`src/rtl/inst_fetch_if.sv`:
```
// Fetch-stage bus bundle: ROM fetch port, decode handshake and redirect inputs.
// The master modport is the fetch stage; the slave modport is its environment.
interface inst_fetch_if;
  logic        rom_ce;
  logic [31:0] rom_addr;
  logic [31:0] rom_inst;
  logic        id_valid;
  logic        id_ready;
  logic [31:0] id_pc;
  logic [31:0] id_inst;
  logic        branch_flag_i;
  logic [31:0] branch_target_i;
  logic        flush_i;
  logic [31:0] new_pc_i;

  modport master (
    output rom_ce, rom_addr, id_valid, id_pc, id_inst,
    input  rom_inst, id_ready, branch_flag_i, branch_target_i, flush_i, new_pc_i
  );

  modport slave (
    input  rom_ce, rom_addr, id_valid, id_pc, id_inst,
    output rom_inst, id_ready, branch_flag_i, branch_target_i, flush_i, new_pc_i
  );
endinterface

```
`src/rtl/inst_fetch.sv`:
```
// Instruction fetch stage: owns the pc, fetches from ROM into a prefetch queue, hands the head to decode.
// Optional MIPS delay-slot retention on taken branches is enabled by defining INST_FETCH_DELAY_SLOT_EN.
module inst_fetch #(
  parameter logic [31:0] RESET_PC = 32'h0000_0000,
  parameter int          DEPTH    = 4
) (
  input  logic          clk,
  input  logic          rst,
  inst_fetch_if.master  bus
);

  localparam int            AW       = $clog2(DEPTH);
  localparam logic [AW:0]   CNT_FULL = (AW+1)'(DEPTH);
  localparam logic [AW:0]   CNT_ZERO = (AW+1)'(0);
  localparam logic [AW:0]   CNT_ONE  = (AW+1)'(1);
  localparam logic [AW-1:0] PTR_ZERO = AW'(0);
  localparam logic [AW-1:0] PTR_ONE  = AW'(1);
  localparam logic [AW-1:0] PTR_TWO  = AW'(2);
  localparam logic [31:0]   PC_STEP  = 32'd4;

  logic [31:0]   pc_r;
  logic [31:0]   pc_s;
  logic          ce_r;
  logic [31:0]   mem_pc_r   [DEPTH];
  logic [31:0]   mem_inst_r [DEPTH];
  logic [AW-1:0] rd_ptr_r;
  logic [AW-1:0] rd_ptr_s;
  logic [AW-1:0] wr_ptr_r;
  logic [AW-1:0] wr_ptr_s;
  logic [AW:0]   count_r;
  logic [AW:0]   count_s;
  logic          rom_ce_s;
  logic          id_valid_s;
  logic          pop_s;
  logic          br_s;
  logic          we_s;

  // Outputs are forced inactive while reset is asserted, even mid-stream.
  assign rom_ce_s     = ce_r & ~rst & (count_r != CNT_FULL);
  assign id_valid_s   = ~rst & (count_r != CNT_ZERO);
  assign pop_s        = id_valid_s & bus.id_ready;
  assign br_s         = pop_s & bus.branch_flag_i;

  assign bus.rom_ce   = rom_ce_s;
  assign bus.rom_addr = pc_r;
  assign bus.id_valid = id_valid_s;
  assign bus.id_pc    = id_valid_s ? mem_pc_r[rd_ptr_r]   : 32'h0000_0000;
  assign bus.id_inst  = id_valid_s ? mem_inst_r[rd_ptr_r] : 32'h0000_0000;

  // Next pc, pointers and occupancy; flush outranks branch, branch outranks streaming.
  always_comb begin
    pc_s     = pc_r;
    rd_ptr_s = rd_ptr_r;
    wr_ptr_s = wr_ptr_r;
    count_s  = count_r;
    we_s     = 1'b0;
    if (bus.flush_i) begin
      pc_s     = bus.new_pc_i;
      rd_ptr_s = PTR_ZERO;
      wr_ptr_s = PTR_ZERO;
      count_s  = CNT_ZERO;
    end else if (br_s) begin
      pc_s = bus.branch_target_i;
`ifdef INST_FETCH_DELAY_SLOT_EN
      if (count_r > CNT_ONE) begin
        // The entry behind the branch is the delay slot; everything after it is dropped.
        rd_ptr_s = rd_ptr_r + PTR_ONE;
        wr_ptr_s = rd_ptr_r + PTR_TWO;
        count_s  = CNT_ONE;
      end else begin
        // Queue drains with this pop, so the word being fetched now is the delay slot.
        we_s     = rom_ce_s;
        rd_ptr_s = rd_ptr_r + PTR_ONE;
        wr_ptr_s = rom_ce_s ? (wr_ptr_r + PTR_ONE) : wr_ptr_r;
        count_s  = rom_ce_s ? CNT_ONE : CNT_ZERO;
      end
`else
      rd_ptr_s = PTR_ZERO;
      wr_ptr_s = PTR_ZERO;
      count_s  = CNT_ZERO;
`endif
    end else begin
      we_s = rom_ce_s;
      if (rom_ce_s) begin
        wr_ptr_s = wr_ptr_r + PTR_ONE;
        pc_s     = pc_r + PC_STEP;
      end else begin
        wr_ptr_s = wr_ptr_r;
        pc_s     = pc_r;
      end
      if (pop_s) begin
        rd_ptr_s = rd_ptr_r + PTR_ONE;
      end else begin
        rd_ptr_s = rd_ptr_r;
      end
      count_s = count_r + (AW+1)'(rom_ce_s) - (AW+1)'(pop_s);
    end
  end

  // Control state register with synchronous reset.
  always_ff @(posedge clk) begin
    if (rst) begin
      pc_r     <= RESET_PC;
      ce_r     <= 1'b0;
      rd_ptr_r <= PTR_ZERO;
      wr_ptr_r <= PTR_ZERO;
      count_r  <= CNT_ZERO;
    end else begin
      pc_r     <= pc_s;
      ce_r     <= 1'b1;
      rd_ptr_r <= rd_ptr_s;
      wr_ptr_r <= wr_ptr_s;
      count_r  <= count_s;
    end
  end

  // Queue storage; contents need no reset because count gates visibility.
  always_ff @(posedge clk) begin
    if (we_s) begin
      mem_pc_r[wr_ptr_r]   <= pc_r;
      mem_inst_r[wr_ptr_r] <= bus.rom_inst;
    end
  end

endmodule

```
`src/flat_wrapper.sv`:
```
// flat-port wrapper written by rule: the top's interface ports become plain ports
module inst_fetch_flat 
#(
  parameter logic [31:0] RESET_PC = 32'h0000_0000,
  parameter int          DEPTH    = 4
)
  (clk, rst, bus_rom_ce, bus_rom_addr, bus_id_valid, bus_id_pc, bus_id_inst, bus_rom_inst, bus_id_ready, bus_branch_flag_i, bus_branch_target_i, bus_flush_i, bus_new_pc_i);
  inst_fetch_if bus_i ();
  input  logic clk;
  input  logic rst;
  output wire logic [$bits(bus_i.rom_ce)-1:0] bus_rom_ce;
  output wire logic [$bits(bus_i.rom_addr)-1:0] bus_rom_addr;
  output wire logic [$bits(bus_i.id_valid)-1:0] bus_id_valid;
  output wire logic [$bits(bus_i.id_pc)-1:0] bus_id_pc;
  output wire logic [$bits(bus_i.id_inst)-1:0] bus_id_inst;
  input wire logic [$bits(bus_i.rom_inst)-1:0] bus_rom_inst;
  input wire logic [$bits(bus_i.id_ready)-1:0] bus_id_ready;
  input wire logic [$bits(bus_i.branch_flag_i)-1:0] bus_branch_flag_i;
  input wire logic [$bits(bus_i.branch_target_i)-1:0] bus_branch_target_i;
  input wire logic [$bits(bus_i.flush_i)-1:0] bus_flush_i;
  input wire logic [$bits(bus_i.new_pc_i)-1:0] bus_new_pc_i;
  assign bus_rom_ce = bus_i.rom_ce;
  assign bus_rom_addr = bus_i.rom_addr;
  assign bus_id_valid = bus_i.id_valid;
  assign bus_id_pc = bus_i.id_pc;
  assign bus_id_inst = bus_i.id_inst;
  assign bus_i.rom_inst = bus_rom_inst;
  assign bus_i.id_ready = bus_id_ready;
  assign bus_i.branch_flag_i = bus_branch_flag_i;
  assign bus_i.branch_target_i = bus_branch_target_i;
  assign bus_i.flush_i = bus_flush_i;
  assign bus_i.new_pc_i = bus_new_pc_i;
  inst_fetch #(.RESET_PC(RESET_PC), .DEPTH(DEPTH)) u_core (.clk(clk), .rst(rst), .bus(bus_i));
endmodule
```
`config.mk`:
```
export PLATFORM = sky130hd
export DESIGN_NAME = inst_fetch_flat
export DESIGN_NICKNAME = d
export VERILOG_FILES = /design/src/rtl/inst_fetch_if.sv /design/src/rtl/inst_fetch.sv /design/src/flat_wrapper.sv
export SDC_FILE = /design/constraint.sdc
export NUM_CORES = 1
export LEC_CHECK = 0
export CAP_MARGIN = 20
export CORE_MARGIN = 5
export CORE_UTILIZATION = 49
export CTS_CLUSTER_SIZE = 20
export DETAILED_ROUTE_END_ITERATION = 12
export GPL_TIMING_DRIVEN = 0
export HOLD_SLACK_MARGIN = 0.1
export PLACE_DENSITY = 0.77
export SLEW_MARGIN = 20
export SYNTH_ARGS = -nofsm -noshare
export SYNTH_HDL_FRONTEND = slang
export SYNTH_SLANG_ARGS = --single-unit
```
`constraint.sdc`:
```
create_clock -name clk -period 3.4 [get_ports clk]
set_clock_uncertainty 0.15 [all_clocks]
set_input_delay 0.68 -clock clk [delete_from_list [all_inputs] [get_ports clk]]
set_output_delay 0.68 -clock clk [all_outputs]
set_load 0.1 [all_outputs]
```
## After elaboration in Yosys (flattened, before gate mapping)

Memories as Yosys holds them, arrays and structs flattened. A register that Yosys moved wholly into a read port is not among the register bits.
Index checks and enable logic that the tools add are counted.

- Add/subtract/negate cells: 5
- $mul: 0
- Div/mod/pow operators: 0
- $lt $le $gt $ge: 0
- Equal/unequal tests: 1
- Shift-type cells: 0
- Mux-type cells: 14
- Bitwise logic cells: 6
- Reductions and logical operators: 3

Operators by type and width:

| operator | count |
|---|---|
| 2-to-1 mux 32 bit | 5 |
| adder 32 x 3 -> 32 bit (second input constant) | 1 |
| 2-to-1 mux 2 bit | 4 |
| nonzero test 3 bit | 2 |
| bitwise AND 1 bit | 5 |
| 2-to-1 mux 1 bit | 5 |
| adder 2 x 1 -> 2 bit (second input constant) | 2 |
| adder 3 x 1 -> 3 bit | 1 |
| != test 3 bit (second input constant) | 1 |
| OR reduction 3 bit | 1 |
| subtractor 3 x 1 -> 3 bit | 1 |
| inverter 1 bit | 1 |

- Register bits: 40
- Bits in latches: 0
- Memory bits (writable): 256
- ROM bits: 0
- Input bits: 101
- Word-level logic and storage cells: 36
- Memories: 2

Memory list:

| memory | depth | bits a word | read ports | clocked after memory_dff | write ports | line | RTL |
|---|---|---|---|---|---|---|---|
| u_core.mem_inst_r | 4 | 32 | 1 | 1 | 1 | inst_fetch.sv:25 | `logic [31:0] mem_inst_r [DEPTH];` |
| u_core.mem_pc_r | 4 | 32 | 1 | 1 | 1 | inst_fetch.sv:24 | `logic [31:0] mem_pc_r [DEPTH];` |

## Logic depth before layout (Yosys ltp)

Gate-level depths: netlist (run 1).

- Word-level depth: 8
- Depth in mapped cells: 11
- Depth with buffers taken out: 11

## Least setup slack after synthesis (run 1)

OpenSTA, ideal clock, no wires.

- Kind: input to register
- From: input port rst
- To: memory u_core.mem_inst_r[0][0], enable pin
- Arrival: 3.874 ns
- Data required time: 2.821 ns
- Slack: -1.053 ns
- Stages on the path: 4
- Buffers on the path: 1
- Cell sequence: nand2b_1 nor2_1 clkbuf_1 and3_1

- Elaborated cells on any way between the ends: 10
- Those cells by class: mux (4); bitwise (6)

RTL lines:

| what | line | RTL |
|---|---|---|
| start: declaration | flat_wrapper.sv:10 | `input logic rst;` |
| inverter 1 bit | inst_fetch.sv:39 | `assign rom_ce_s = ce_r & ~rst & (count_r != CNT_FULL);` |
| bitwise AND 1 bit (2 in a row) | inst_fetch.sv:39 |  |
| via bus_rom_ce | flat_wrapper.sv:11 | `output wire logic [$bits(bus_i.rom_ce)-1:0] bus_rom_ce;` |
| 2-to-1 mux 1 bit | inst_fetch.sv:62 | `end else if (br_s) begin` |
| 2-to-1 mux 1 bit | inst_fetch.sv:57 | `if (bus.flush_i) begin` |
| 2-to-1 mux 1 bit | inst_fetch.sv:119 | `if (we_s) begin` |
| 2-to-1 mux 1 bit (implied by the code) | inst_fetch.sv:121 | `mem_inst_r[wr_ptr_r] <= bus.rom_inst;` |
| end: declaration | inst_fetch.sv:25 |  |

The timed path passes the listed nets, and every way through them passes these cells.

## Worst setup path in the final report (run 1)

- From: input port rst
- To: output port bus_id_pc[7]

- Word-level cells in the longest chain between the ends: 3

Ends and longest elaborated chain:

| what | line | RTL |
|---|---|---|
| inverter 1 bit | inst_fetch.sv:40 | `assign id_valid_s = ~rst & (count_r != CNT_ZERO);` |
| bitwise AND 1 bit | inst_fetch.sv:40 |  |
| 2-to-1 mux 32 bit | inst_fetch.sv:47 | `assign bus.id_pc = id_valid_s ? mem_pc_r[rd_ptr_r] : 32'h0000_0000;` |
| end: declaration | flat_wrapper.sv:14 | `output wire logic [$bits(bus_i.id_pc)-1:0] bus_id_pc;` |

Every way passes these cells.

==> results of run 1 <==
[worst max-delay path: cells and delay by family]
family        cells  cell delay [ns]
buf+inv           6             1.61
simple gates      1             0.22
[Yosys cell counts, types with 8 or more instances]
cell and number:
a311oi_1 8, buf_2 9, nor2_1 31, a21oi_1 22, inv_1 15, o21ai_0 15, a221oi_1 8, nand3_1 19
edfxtp_1 256, clkbuf_1 42, dfxtp_1 42, a211oi_1 14, nand2_1 25, and3_1 80, nor3_1 24, mux4_2 64
[cell usage in the layout (no fill, tap or decap), types with 4 or more instances in the layout]
cell / n
nor2_1: 31
clkbuf_2: 16
nand3_1: 19
buf_6: 29
clkbuf_1: 25
a311oi_1: 8
ha_1: 7
clkbuf_16: 31
nand2_1: 25
a21oi_1: 22
clkdlybuf4s50_1: 131
dfxtp_1: 41
o21ai_0: 15
edfxtp_1: 256
a31oi_1: 7
o31ai_1: 5
and3_4: 4
buf_4: 36
xnor2_1: 7
bufinv_16: 5
clkinv_2: 6
clkinv_1: 4
buf_2: 11
and3_1: 76
a221oi_1: 8
nor4_1: 4
or3_1: 5
nor3_1: 24
mux4_2: 64
nand4_1: 7
inv_1: 14
xor2_1: 6
a211oi_1: 14
[power breakdown]
group / leakage (nW) / switching, W / internal (W) / total (W)
logic: 2.46 / 0.000584 / 0.000289 / 0.000873
registers: 2.69 / 0.0000938 / 0.00404 / 0.00413
clock network: 0.500 / 0.00132 / 0.00205 / 0.00337
total: 5.65 / 0.00200 / 0.00637 / 0.00837
[path summary, 6_finish.rpt]
path	slack (ns)	endpoint
max	0.05	bus_id_pc[7]
min	0.37	u_core.wr_ptr_r[1]$_SDFFE_PP0N_
max reg2reg	0.15	u_core.mem_inst_r[2][4]$_DFFE_PP_
min reg2reg	0.37	u_core.wr_ptr_r[1]$_SDFFE_PP0N_
[what timing repair did]
action                                  in CTS  in global routing
endpoints found under the hold margin        0                  0
pin swaps                                    0                  0
gates resized for setup                    441                 17
endpoints found under the setup margin      66                125
[layer usage]
metal	wire length [um]	GRT usage, %	vias to the layer above
met1	12900	30.6	4108
met2	15700	35.5	525
met5	0	0	-
li1	-	-	3647
met3	3170	4.07	53
met4	654	6.04	0
[sequential cells by signal (all words and copies together) (netlist names), named ones only]
signal,count
u_core.count_r,3
u_core.mem_inst_r,128
u_core.mem_pc_r,128
u_core.bus.rom_addr,32
u_core.rd_ptr_r,2
u_core.ce_r,1
u_core.wr_ptr_r,2
[cell families (layout without fill, tap and decap cells)]
logic type	count (synthesis)	count (layout)	synth area share (%)
AO/OA/AOI/OAI	105	105	5.89
adder cells (fa/ha/maj)	8	8	0.857
AND/OR/NAND/NOR	221	221	10.3
XOR/XNOR	13	13	0.907
flip-flops	298	298	67.9
buffers and inverters	70	324	2.25
multiplexers	69	69	11.9
[metrics by stage]
| step | hold slack [ns] | area [um^2] |
|---|---|---|
| after global routing | 0.404 | 16100 |
| after floorplan | 0.319 | 12600 |
| after CTS | 0.361 | 16000 |
| after detailed placement | 0.353 | 15100 |
| final | 0.374 | 16100 |
| after global placement | 0.334 | 14900 |
[layout make-up]
cell class / instances / share of cell area, %
timing repair buffer: 201 / 12.6
inverter: 16 / 0.374
clock buffer: 39 / 5.01
clock inverter: 17 / 1.32
multi-input combinational: 416 / 23.4
tap: 330 / 2.57
buffer: 51 / 1.65
sequential: 298 / 53.0
==> results.md, run 1 <==
* H-tree depth at 1
* Critical Path RT at 2.57 ns
* Nets at 1123
* Global route overflow at 0
* DRC at 0
* Full die area at a little under 30000 um^2
* Clk buf depth at 3
* Fin Setup TNS at 0 ns
* Syn_nets at between 800 and 900
* Post-detailed-route wirelength per cell at 23.7 um
* Number of global-route vias before repair at 8268
* Placer Congestion at 0.945
* Max-Cap Viols at 0
* Post-synth ARST share at 0%
* Die height at 170 um
* Layout fillers at 1821
* PD cells at 521 nW/um^2
* Core Region at 25200 um^2
* Worst path max stage delay at 0.47 ns
* Crit-path most repeated cell: clkbuf_4
* Peak VDD IR at 0.442 mV
* Crit path max fanout at 10
* Ant diodes at 0
* Max_slew headroom at approximately 31%
* Endpoints failing hold at 0
* Number of DRC markers in iteration 0 at 919
* DRT Pass-1 Iters at 6
* Max-slew violations at 0
* CTS tree: yes
* DR vias/cell at around 6.1
* Post-Syn Instances at 784
* Worst Hold Depth at 2
* Number of enable flip-flop cells after synthesis at 256
* Min-Delay Path Class: reg2reg
* Final wirelength at between 30 and 40 mm
* Vias at around 8300
* CP Capture Type: primary output
* Row cnt at 58
* Dpl ws at -1.65 ns
* Layout Cells excl Fill at 1368
* Worst setup startpoint: rst
* Netlist Area Pre-Place at 12600 um^2
* Num CTS Buffers at 30
* Post CTS Setup Buffer Count at 0
* Yosys top cell by area: edfxtp_1
* Area share of the largest cell type after synthesis at just over 60%
* FF+latch area at 8530 um^2
* I/O pins at 199
* First-pass GRT wire length at 48.8 mm
* Hold path start: u_core.wr_ptr_r[1]$_SDFFE_PP0N_
* Cell variety after synth at a little under 70
* Syn avg cell area at 16.0 um^2
* Initial core utilization at between 40% and 50%
* Setup WS post-layout at 0.0535 ns
* RSZ-0062 raised after global routing: true
* Layout cell share with drive strength beyond 1 at 22.3%
* Total clock sinks at just under 300
* Critical setup path kind: in2out
* CP cell instances: clkdlybuf4s50_1, buf_2, inv_2, clkbuf_4, clkbuf_4, and3_1, buf_6
* ANT nets after route at 0
* #FFs+latches synth at roughly 300
* Area Overhead vs Synth at 28.0%
* Placed Cells at 1315
* Post-layout min period at roughly 3.3 ns
* Worst r2r path cells at 5
* Leak pwr at 5.65 nW
* CP max stage cell: clkdlybuf4s50_1
* Hold buffer count at CTS at 0
* Share of the yosys chip area belonging to registers at 67.9%
* Status: finished clean
* Tot GR Track Use at between 20% and 30%
* Syn. warnings at 0
* PnR Total Power at 0.00837 W
* Die Wd at about 170 um
* Startpoint class of the critical path: input port
* Largest cells by area after synthesis: edfxtp_1, mux4_2, dfxtp_1, and3_1, clkbuf_1
* IO Port Bufs at 197
* Detailed placement HPWL at around 22 mm
* Final period util at 98.4%
* Largest net degree at the start of global routing at 48
* CTS clk-pin slew, worst paths at 0.06 ns
* Final Core Density at 63.9%
* Fmax at 0.299 GHz
* Final setup violation count at 0
* Root buf cell: clkbuf_16
* Clk_lat worst skew at 0.54 ns
* Multi-input logic area at about 3800 um^2
* Reg2Reg Launch Point: u_core.count_r[1]$_SDFF_PP0_
* WP data arrival at 2.52 ns
* Antenna violations before repair at 0
* Prevailing post-synth register cell: edfxtp_1
* Worst-Margin Slew at 1.03 ns
Power figures use the tool's default switching activity.
==> run 2: changes to the inputs <==
--- a/config.mk
+++ b/config.mk
@@ -12,8 +12,9 @@
 export DETAILED_ROUTE_END_ITERATION = 12
 export GPL_TIMING_DRIVEN = 0
 export HOLD_SLACK_MARGIN = 0.1
-export PLACE_DENSITY = 0.77
+export PLACE_DENSITY = 0.84
 export SLEW_MARGIN = 20
 export SYNTH_ARGS = -nofsm -noshare
 export SYNTH_HDL_FRONTEND = slang
 export SYNTH_SLANG_ARGS = --single-unit
+export TNS_END_PERCENT = 30
==> run 2 against run 1 <==
Effect of this change:
- register-to-register slack better by 0.07 ns
- setup slack got worse by 0.024 ns
- non-clock buffer count did not move
- flip-flop and latch count stayed put
- critical path depth stayed put
- first-iteration DRC count rose by 26%
- via count rose by 0.85%
- critical endpoint is now bus_id_pc[6]
- worst hold slack improved by 0.0055 ns
- highest routed layer unchanged
- sequential power hardly changed
- die area did not move
- clock power is essentially flat
- global-route usage up 0.90 points
==> results.md, run 2 (synthesized netlist as in run 1, its figures left out) <==
* Initial core utilization at 49.9% (unchanged)
* Fin Setup TNS at 0 ns (unchanged)
* Leak pwr at 5.63 nW (was 5.65 nW)
* Worst Hold Depth at 2 (unchanged)
* Area Overhead vs Synth at 27.5% (was 28.0%)
* PD cells at 522 nW/um^2 (was 521 nW/um^2)
* Peak VDD IR at 0.353 mV (was 0.442 mV)
* Global route overflow at 0 (unchanged)
* M3 GR Usage at 4.88% (was 4.07%)
* Layout fillers at 1768 (was 1821)
* Clk buf depth at 3 (unchanged)
* DRC at 0 (unchanged)
* Post-layout min period at 3.37 ns (was 3.35 ns)
* Endpoints failing hold at 0 (unchanged)
* Critical Path RT at 2.57 ns (about the same)
* Max_slew headroom at 29.8% (was 31.1%)
* Row cnt at 58 (unchanged)
* Final wirelength at 33.9 mm (was 32.5 mm)
* Post-detailed-route wirelength per cell at 24.8 um (was 23.7 um)
* Fmax at 0.297 GHz (was 0.299 GHz)
* Commonest cells after routing, fill and taps aside: edfxtp_1, clkdlybuf4s50_1, and3_1, mux4_2, buf_4 (was edfxtp_1, clkdlybuf4s50_1, and3_1, mux4_2, dfxtp_1)
* Min-Delay Path Class: reg2reg (unchanged)
* Largest net degree at the start of global routing at 39 (was 48)
* RSZ-0062 raised after global routing: true (unchanged)
* DRT Pass-1 Iters at 6 (unchanged)
* Critical setup path kind: in2out (unchanged)
* Layout cell share with drive strength beyond 1 at 23.1% (was 22.3%)
* Startpoint class of the critical path: input port (unchanged)
* Number of global-route vias before repair at 8593 (was 8268)
* WP data arrival at 2.54 ns (was 2.52 ns)
* Worst r2r path cells at 5 (unchanged)
* Detailed placement HPWL at 22.7 mm (was 21.7 mm)
* Full die area at 28900 um^2 (unchanged)
* I/O pins at 199 (unchanged)
* GRT met2 Usage at 36.6% (was 35.5%)
* Core Region at 25200 um^2 (unchanged)
* PnR Total Power at 0.00836 W (was 0.00837 W)
* DR vias/cell at 6.13 (was 6.09)
* GRT Max-Usage Layer: met2 (unchanged)
* Post CTS Setup Buffer Count at 0 (unchanged)
* Hold buffer count at CTS at 0 (unchanged)
* Tot GR Track Use at 22.7% (was 21.9%)
* Vias at 8404 (was 8333)
* Placer Congestion at 0.986 (was 0.945)
* Root buf cell: clkbuf_16 (unchanged)
* IO Port Bufs at 197 (unchanged)
* Crit path max fanout at 10 (unchanged)
* Num CTS Buffers at 30 (unchanged)
* Max-slew violations at 0 (unchanged)
* Nets at 1124 (was 1123)
* Clk_lat worst skew at 0.57 ns (was 0.54 ns)
* Placed Cells at 1315 (unchanged)
* Status: finished clean (unchanged)
* Layout Cells excl Fill at 1370 (was 1368)
* Most common cell after layout, fill and taps aside: edfxtp_1 (unchanged)
* M1 GR Usage at 30.5% (was 30.6%)
* CP Capture Type: primary output (unchanged)
* First-pass GRT wire length at 50.3 mm (was 48.8 mm)
* Die height at 170 um (unchanged)
* Number of DRC markers in iteration 0 at 1155 (was 919)
* Total clock sinks at 298 (unchanged)
* Final setup violation count at 0 (unchanged)
* ANT nets after route at 0 (unchanged)
* Final Core Density at 63.6% (was 63.9%)
* CTS tree: yes (unchanged)
* Die Wd at 170 um (unchanged)
* Worst-Margin Slew at 1.05 ns (was 1.03 ns)
* H-tree depth at 1 (unchanged)
* Final period util at 99.1% (was 98.4%)
* CTS clk-pin slew, worst paths at 0.06 ns (about the same)
* Antenna violations before repair at 0 (unchanged)
* Max-Cap Viols at 0 (unchanged)
-- run 2: final timing paths --
path,start,endpoint,slack (ns)
setup / recovery,rst,bus_id_pc[6],0.03
setup reg to reg,u_core.count_r[1]$_SDFF_PP0_,u_core.mem_pc_r[0][26]$_DFFE_PP_,0.22
hold / removal,u_core.wr_ptr_r[1]$_SDFFE_PP0N_,u_core.wr_ptr_r[1]$_SDFFE_PP0N_,0.38
hold reg to reg,u_core.wr_ptr_r[1]$_SDFFE_PP0N_,u_core.wr_ptr_r[1]$_SDFFE_PP0N_,0.38
-- run 2: worst max-delay path, cell delays in order --
cell and delay, ns:
clkdlybuf4s50_1 0.47, buf_2 0.25, inv_2 0.14, clkbuf_4 0.24
clkbuf_4 0.26, and3_1 0.18, buf_4 0.29
-- run 2: where the power goes --
group	switching (W)	leakage, nW	total, W	internal (W)
logic	0.000598	2.44	0.000882	0.000284
clock network	0.00140	0.503	0.00335	0.00195
registers	0.0000930	2.69	0.00413	0.00404
-- run 2: what timing repair did --
action,4_1_cts,5_1_grt
setup endpoints to repair,66,201
gates resized for setup,431,14
gates cloned,0,1
pin swaps,0,1
-- run 2: cell type report --
type                       count  area, um^2  share of cell area [%]
timing repair buffer         201        1940                    12.1
sequential                   298        8530                    53.3
antenna                        1        2.50                  0.0156
buffer                        51         268                    1.67
clock buffer                  33         762                    4.76
inverter                      16        60.1                   0.375
multi-input combinational    417        3780                    23.6
tap                          330         413                    2.58
clock inverter                23         268                    1.67
-- run 2: stage by stage --
| step | setup slack [ns] | hold slack [ns] | area (um^2) |
|---|---|---|---|
| after floorplan | 0.142 | 0.319 | 12600 |
| after global placement | -1.64 | 0.335 | 14900 |
| after detailed placement | -1.63 | 0.347 | 15100 |
| after CTS | 0.000832 | 0.376 | 16000 |
| after global routing | -0.00106 | 0.402 | 16000 |
| final | 0.0290 | 0.379 | 16000 |
-- run 2: per-layer routing --
layer / share of wire [%] / wire, um
met5: 0 / 0
met4: 4.1 / 1380
met1: 38 / 12800
met2: 49 / 16500
met3: 9.5 / 3210
